## src/rtl/dsp_io_pkg.sv

```systemverilog
// Shared types and sizing for the DSP core I/O path (TDM bridge and memory interface users).
package dsp_io_pkg;
    localparam int IO_WIDTH             = 24;
    localparam int SLOT_WIDTH           = 32;
    localparam int PHYSICAL_IO_PER_CORE = 8;
    localparam int FRAME_BITS           = SLOT_WIDTH * PHYSICAL_IO_PER_CORE;
    localparam int CNT_W                = $clog2(FRAME_BITS);
    localparam int SLOT_IDX_W           = $clog2(PHYSICAL_IO_PER_CORE);
    localparam int POS_W                = $clog2(SLOT_WIDTH);
    localparam int BIT_IDX_W            = $clog2(IO_WIDTH);

    typedef logic [IO_WIDTH-1:0] io_sample_t;
    typedef io_sample_t [PHYSICAL_IO_PER_CORE-1:0] io_vec_t;
    typedef enum logic {HUNT = 1'b0, RUN = 1'b1} tdm_state_t;

    // MSB-first bit of a sample at slot position pos; pad positions carry 0.
    function automatic logic slot_bit(io_sample_t s, int pos);
        if (pos < IO_WIDTH) return s[BIT_IDX_W'(IO_WIDTH - 1 - pos)];
        return 1'b0;
    endfunction
endpackage

```

## src/rtl/tdm_io_bridge_if.sv

```systemverilog
// TDM pins plus the parallel core-side sample arrays of one DSP core.
interface tdm_io_bridge_if;
    logic                 tdm_bclk;
    logic                 tdm_fsync;
    logic                 tdm_din;
    logic                 tdm_dout;
    dsp_io_pkg::io_vec_t  core_outputs;
    dsp_io_pkg::io_vec_t  core_inputs;
    logic                 frame_tick;
    logic                 sync_err;

    modport master (
        output tdm_bclk, tdm_fsync, tdm_din, core_outputs,
        input  tdm_dout, core_inputs, frame_tick, sync_err
    );
    modport slave (
        input  tdm_bclk, tdm_fsync, tdm_din, core_outputs,
        output tdm_dout, core_inputs, frame_tick, sync_err
    );
endinterface

```

## src/rtl/sync_edge_detect.sv

```systemverilog
// Multi-flop synchroniser for an async level, with rise/fall strobes on the synchronised value.
module sync_edge_detect #(
    parameter int STAGES = 2
) (
    input  logic clk,
    input  logic reset,
    input  logic d,
    output logic level,
    output logic rise,
    output logic fall
);
    logic [STAGES-1:0] chain;
    logic              prev;

    always_ff @(posedge clk) begin
        if (reset) begin
            chain <= '0;
            prev  <= 1'b0;
        end else begin
            chain <= {chain[STAGES-2:0], d};
            prev  <= chain[STAGES-1];
        end
    end

    assign level = chain[STAGES-1];
    assign rise  = level & ~prev;
    assign fall  = ~level & prev;
endmodule

```

## src/rtl/tdm_io_bridge.sv

```systemverilog
// TDM ADC deserialiser / DAC serialiser for one DSP core; bclk and fsync are oversampled on clk.
module tdm_io_bridge
    import dsp_io_pkg::*;
#(
    parameter int SYNC_STAGES = 2
) (
    input  logic            clk,
    input  logic            reset,
    tdm_io_bridge_if.slave  io
);
    localparam logic [0:0] S_HUNT = HUNT;
    localparam logic [0:0] S_RUN  = RUN;

    // lane 0: bclk, lane 1: fsync, lane 2: din
    logic [2:0] raw, lvl, rise, fall;
    assign raw = {io.tdm_din, io.tdm_fsync, io.tdm_bclk};

    for (genvar i = 0; i < 3; i++) begin : g_sync
        sync_edge_detect #(.STAGES(SYNC_STAGES)) u_sync (
            .clk   (clk),
            .reset (reset),
            .d     (raw[i]),
            .level (lvl[i]),
            .rise  (rise[i]),
            .fall  (fall[i])
        );
    end

    logic bclk_rise, bclk_fall, fs_lvl, din_lvl, unused_edges;
    assign bclk_rise    = rise[0];
    assign bclk_fall    = fall[0];
    assign fs_lvl       = lvl[1];
    assign din_lvl      = lvl[2];
    assign unused_edges = ^{lvl[0], rise[2:1], fall[2:1]};

    logic [0:0]            state;
    logic [CNT_W-1:0]      bit_cnt;
    io_vec_t               staging, snap, inputs_q;
    logic [1:0]            vld_pipe;
    logic                  dout_q, err_q;
    logic [SLOT_IDX_W-1:0] slot;
    logic [POS_W-1:0]      pos;
    logic                  last, in_io, tx_bit, rise_run, accept;

    assign slot     = SLOT_IDX_W'(bit_cnt / CNT_W'(SLOT_WIDTH));
    assign pos      = POS_W'(bit_cnt % CNT_W'(SLOT_WIDTH));
    assign last     = (bit_cnt == CNT_W'(FRAME_BITS - 1));
    assign in_io    = (int'(pos) < IO_WIDTH);
    assign tx_bit   = slot_bit(snap[slot], int'(pos));
    assign rise_run = (state == S_RUN) && bclk_rise;
    assign accept   = rise_run && fs_lvl && last;

    always_ff @(posedge clk) begin
        if (reset) begin
            state    <= S_HUNT;
            bit_cnt  <= '0;
            staging  <= '0;
            snap     <= '0;
            inputs_q <= '0;
            vld_pipe <= '0;
            dout_q   <= 1'b0;
            err_q    <= 1'b0;
        end else begin
            vld_pipe <= {vld_pipe[0], accept};
            err_q    <= 1'b0;
            if (state == S_HUNT) begin
                dout_q <= 1'b0;
                if (bclk_rise && fs_lvl) begin
                    state   <= S_RUN;
                    bit_cnt <= '0;
                    snap    <= io.core_outputs;
                end
            end else if (bclk_rise) begin
                if (fs_lvl) begin
                    // Frame boundary: good or misplaced, realign and resnapshot either way.
                    bit_cnt <= '0;
                    snap    <= io.core_outputs;
                    if (last) inputs_q <= staging;
                    else      err_q    <= 1'b1;
                end else if (last) begin
                    err_q  <= 1'b1;
                    state  <= S_HUNT;
                    dout_q <= 1'b0;
                end else begin
                    if (in_io) staging[slot] <= {staging[slot][IO_WIDTH-2:0], din_lvl};
                    bit_cnt <= bit_cnt + 1'b1;
                end
            end else if (bclk_fall) begin
                dout_q <= tx_bit;
            end
        end
    end

    assign io.core_inputs = inputs_q;
    assign io.tdm_dout    = dout_q;
    assign io.frame_tick  = vld_pipe[1];
    assign io.sync_err    = err_q;
endmodule

```

## src/flat_wrapper.sv

```systemverilog
// flat-port wrapper written by rule: the top's interface ports become plain ports
module tdm_io_bridge_flat import dsp_io_pkg::*;
#(
    parameter int SYNC_STAGES = 2
)
  (clk, reset, io_tdm_bclk, io_tdm_fsync, io_tdm_din, io_core_outputs, io_tdm_dout, io_core_inputs, io_frame_tick, io_sync_err);
  tdm_io_bridge_if io_i ();
  input  logic clk;
  input  logic reset;
  input wire logic [$bits(io_i.tdm_bclk)-1:0] io_tdm_bclk;
  input wire logic [$bits(io_i.tdm_fsync)-1:0] io_tdm_fsync;
  input wire logic [$bits(io_i.tdm_din)-1:0] io_tdm_din;
  input wire logic [$bits(io_i.core_outputs)-1:0] io_core_outputs;
  output wire logic [$bits(io_i.tdm_dout)-1:0] io_tdm_dout;
  output wire logic [$bits(io_i.core_inputs)-1:0] io_core_inputs;
  output wire logic [$bits(io_i.frame_tick)-1:0] io_frame_tick;
  output wire logic [$bits(io_i.sync_err)-1:0] io_sync_err;
  assign io_i.tdm_bclk = io_tdm_bclk;
  assign io_i.tdm_fsync = io_tdm_fsync;
  assign io_i.tdm_din = io_tdm_din;
  assign io_i.core_outputs = io_core_outputs;
  assign io_tdm_dout = io_i.tdm_dout;
  assign io_core_inputs = io_i.core_inputs;
  assign io_frame_tick = io_i.frame_tick;
  assign io_sync_err = io_i.sync_err;
  tdm_io_bridge #(.SYNC_STAGES(SYNC_STAGES)) u_core (.clk(clk), .reset(reset), .io(io_i));
endmodule
```

## config.mk

```make
export PLATFORM = sky130hd
export DESIGN_NAME = tdm_io_bridge_flat
export DESIGN_NICKNAME = d
export VERILOG_FILES = /design/src/rtl/dsp_io_pkg.sv /design/src/rtl/tdm_io_bridge_if.sv /design/src/rtl/sync_edge_detect.sv /design/src/rtl/tdm_io_bridge.sv /design/src/flat_wrapper.sv
export SDC_FILE = /design/constraint.sdc
export NUM_CORES = 1
export LEC_CHECK = 0
export CORE_MARGIN = 2
export CORE_UTILIZATION = 40
export DETAILED_ROUTE_END_ITERATION = 10
export GPL_TIMING_DRIVEN = 0
export PLACE_DENSITY = 0.63
export SLEW_MARGIN = 0
export SYNTH_ARGS = -nofsm -noshare
export SYNTH_HDL_FRONTEND = slang
export SYNTH_SLANG_ARGS = --single-unit
```

## constraint.sdc

```tcl
create_clock -name clk -period 4.1 [get_ports clk]
set_input_delay 0.41 -clock clk [delete_from_list [all_inputs] [get_ports clk]]
set_output_delay 0.41 -clock clk [all_outputs]
set_load 0.005 [all_outputs]
```

==> impl_metrics.tcl <==
set metrics [dict create \
    status "finished, final reports clean" \
    hold_ws_ns 0.330 \
    cts_buffers 61 \
    irDropWorstVdd_v 0.000324 \
    r2r_cells 13 \
    drive_gt1_share_pct 7.17 \
    rsz0062_at_grt "false" \
    antenna_left 0 \
    cp_top_family "buffers and inverters" \
    drt-initial-drc-count 1819 \
    hold_viol_final 0 \
    hpwl_um 83400 \
    crit_buf_inv 8 \
    grt_pass1_wl_um 150000 \
    switching_share_pct 21.8 \
    track_usage_pct 34.2 \
    cp_max_fo 10 \
    wl_um 106000 \
    synth_seq_area_share_pct 50.9 \
    grt-ovfl-total 0 \
    synth_warnings 0 \
    maxSlewViolCount 0 \
    ctsHoldBuffers 0 \
    dr.pass1.iters 6 \
    clk_path_buf_depth 3 \
    post_cts_resized 1 \
    wl_per_cell_um 26.0 \
    portBuffers 391 \
    hold_end "u_core.snap[94]$_SDFFE_PP0P_" \
    vias 22900 \
    clkSlewWorstSetupHoldPaths_ns 0.06 \
    max_stage_delay_ns 0.51 \
    worstHoldPathCells 3 \
    cts_tree "yes" \
    cp_slowest_cell "clkbuf_1" \
    fillCellCount 5424 \
    async_reset_ff_share_pct 0 \
    internal_power_w 0.00941 \
    grt_pass1_vias 22300 \
    p_total_w 0.0120 \
    avgSynthCellArea_um2 8.33 \
    power_frac_comb_pct 3.3 \
    cts-root-buf "clkbuf_16" \
    reg2reg_to "u_core.io.core_inputs[22]$_SDFFE_PP0P_" \
    endpoint_kind "flop" \
    highest_layer "met5" \
    fin_crit_ns 3.95 \
    arrival_ns 4.51 \
    rows 88 \
    initial_core_util_pct 40.6 \
    synth_common_cells "nand2_1 (797), dfxtp_1 (596), a21oi_1 (412), nor2_1 (226), a211oi_1 (187)" \
    tns_ns 0 \
    synth_ff_type "dfxtp_1" \
    area_growth_pct 29.9 \
    power.net_switching_w 0.00262 \
    synth_top_area_cell "dfxtp_1" \
    fin_crit_sh_pct 96.4 \
    cts.sinks 596 \
    yosysTopAreaCellShare_pct 50.9 \
    crit-reg2reg-launch "u_core.bit_cnt[6]$_SDFFE_PP0P_" \
    antenna_found_initial 2 \
    power_leakage_nw 9.66 \
    clockPowerShare_pct 48.3 \
    mappedNetlistArea_mm2 0.0234 \
    crit_path_start_kind "flop" \
    wl_met2_um 51000 \
    worstMarginPinSlew_ns 1.13 \
    synth_area_leaders "dfxtp_1 (51%), nand2_1 (13%), a21oi_1 (8.8%), a211oi_1 (6.0%), nor2_1 (3.6%)" \
    grt_max_degree 16 \
    ys_seq_elements 596 \
    dr_wl_met3_um 5990 \
    syn_nets 3017 \
    die_w_um 246 \
    cts_setup_buffers 0 \
    synth.distinct_cells 71 \
    hp-class "input port to flop" \
    relSlewSlack_pct 24.7 \
    core_area_mm2 0.0578 \
    hold_path_startpoint "io_core_outputs[94]" \
    r2r_setup_slack_ns 0.15 \
    crit_type "flop to flop" \
    synthCells 2815 \
    seqPwrFrac_pct 48.4 \
    num_io_pins 392 \
    synth-edff-count 0 \
    finalSetupViolations 0 \
    critical_path.cell_chain "buf_6 > buf_8 > buf_6 > buf_2 > nand3_1 > inv_1 > ha_1 > and3_1 > clkbuf_1 > clkbuf_2 > clkbuf_1 > nand2_1 > a21oi_1" \
    fin_nets 3474 \
    htree_num_levels 2 \
    die_y_um 246 \
    p_per_area_mw_per_mm2 395 \
    met1Wirelength_um 42900 \
    viasPerCell 5.60 \
    drc 0 \
    synth_most_common_cell "nand2_1" \
    max_cap_violations 0 \
    insertion_delay_ns 0.64 \
    cp_data_required_time_ns 4.66 \
    dieArea_mm2 0.0606 \
    skew_ns 0.0221 \
    gp_congestion 0.962 \
    fmax_mhz 253 \
]
-- state kept, by name (all words and copies together) (netlist names) --
signal / count
u_core.g_sync.u_sync.prev: 1
u_core.vld_pipe: 2
u_core.io.core_inputs: 192
u_core.bit_cnt: 8
u_core.staging: 192
u_core.state: 1
u_core.snap: 192
u_core.g_sync.u_sync.chain: 6
u_core.io.sync_err: 1
u_core.io.tdm_dout: 1
-- layer usage --
metal	vias up	track usage (%)
li1	10600	-
met1	11000	42.0
met2	995	58.6
met3	257	4.29
met4	4	17.9
met5	-	0
-- stage by stage --
| step | cell area [um2] | utilization (%) | setup WS (ns) | cells |
|---|---|---|---|---|
| finish | 30500 | 52.7 | 0.149 | 4087 |
| global route | 30400 | 52.7 | 0.0878 | 4086 |
| CTS | 30400 | 52.7 | 0.216 | 4086 |
| detailed placement | 28400 | 49.1 | -0.105 | 3974 |
| global placement | 28300 | 49.0 | -0.0122 | 3971 |
| floorplan | 23500 | - | 1.66 | 2815 |
-- worst register-to-register path: stages (launching register included) --
cell and delay (ns):
dfxtp_1 0.45, buf_6 0.23, buf_8 0.22, buf_6 0.26
buf_2 0.42, nand3_1 0.24, inv_1 0.13, ha_1 0.16
and3_1 0.15, clkbuf_1 0.25, clkbuf_2 0.49, clkbuf_1 0.52
nand2_1 0.20, a21oi_1 0.16
-- worst max-delay path by stage --
stage,from,cells past startpoint,slack (ns),to
6_report,u_core.bit_cnt[6]$_SDFFE_PP0P_,13,0.15,u_core.io.core_inputs[22]$_SDFFE_PP0P_
2_1_floorplan,u_core.bit_cnt[6]$_SDFFE_PP0P_,13,1.66,u_core.bit_cnt[7]$_SDFFE_PP0P_
3_5_place_dp,u_core.bit_cnt[6]$_SDFFE_PP0P_,13,-0.11,u_core.io.core_inputs[14]$_SDFFE_PP0P_
3_3_place_gp,u_core.bit_cnt[6]$_SDFFE_PP0P_,13,-0.01,u_core.io.core_inputs[14]$_SDFFE_PP0P_
4_1_cts,u_core.bit_cnt[6]$_SDFFE_PP0P_,13,0.22,u_core.io.core_inputs[170]$_SDFFE_PP0P_
5_1_grt,u_core.bit_cnt[6]$_SDFFE_PP0P_,13,0.09,u_core.io.core_inputs[21]$_SDFFE_PP0P_
-- area by class of cell --
type                            count  area [um2]  area share (%)
Inverter                            5        18.8          0.0616
Clock inverter                     28         334            1.10
Antenna cell                        1        2.50         0.00822
Multi-Input combinational cell   1962       10300            33.9
Sequential cell                   596       11900            39.2
Tap cell                          765         957            3.14
Clock buffer                       84        1740            5.72
Buffer                            252        1200            3.94
Timing Repair Buffer              394        3960            13.0
-- cells in the final DEF (no fill, tap or decap), drive strengths merged, types with 3 or more instances in the layout --
cell,instances
a211oi,187
a21oi,417
a221o,6
a221oi,28
a22o,16
a22oi,42
a31oi,12
and2b,4
and3,15
and4,3
buf,81
bufinv,7
clkbuf,258
clkdlybuf4s50,391
clkinv,15
clkinvlp,3
dfxtp,596
ha,5
inv,8
mux2,22
mux2i,45
mux4,14
nand2,797
nand2b,7
nand3,15
nand3b,5
nor2,229
nor2b,15
nor3,6
nor3b,4
o211ai,3
o21ai,26
o22ai,3
o31ai,3
xor2,3
-- logic make-up after synthesis --
group,synth area share [%]
simple gates,18.9
compound gates,20.2
flops,50.9
mux,4.32
xor+xnor,0.187
fa+ha+maj,0.267
buf+inv,5.18
-- power by group through the flow --
stage               clock network [W]  registers [W]  logic, W
floorplan                           0        0.00594  0.000122
global placement                    0        0.00595  0.000390
detailed placement                  0        0.00595  0.000393
CTS                           0.00584        0.00582  0.000395
global route                  0.00609        0.00582  0.000421
finish                        0.00581        0.00582  0.000398
No activity file was read; power rests on OpenSTA's default activity.
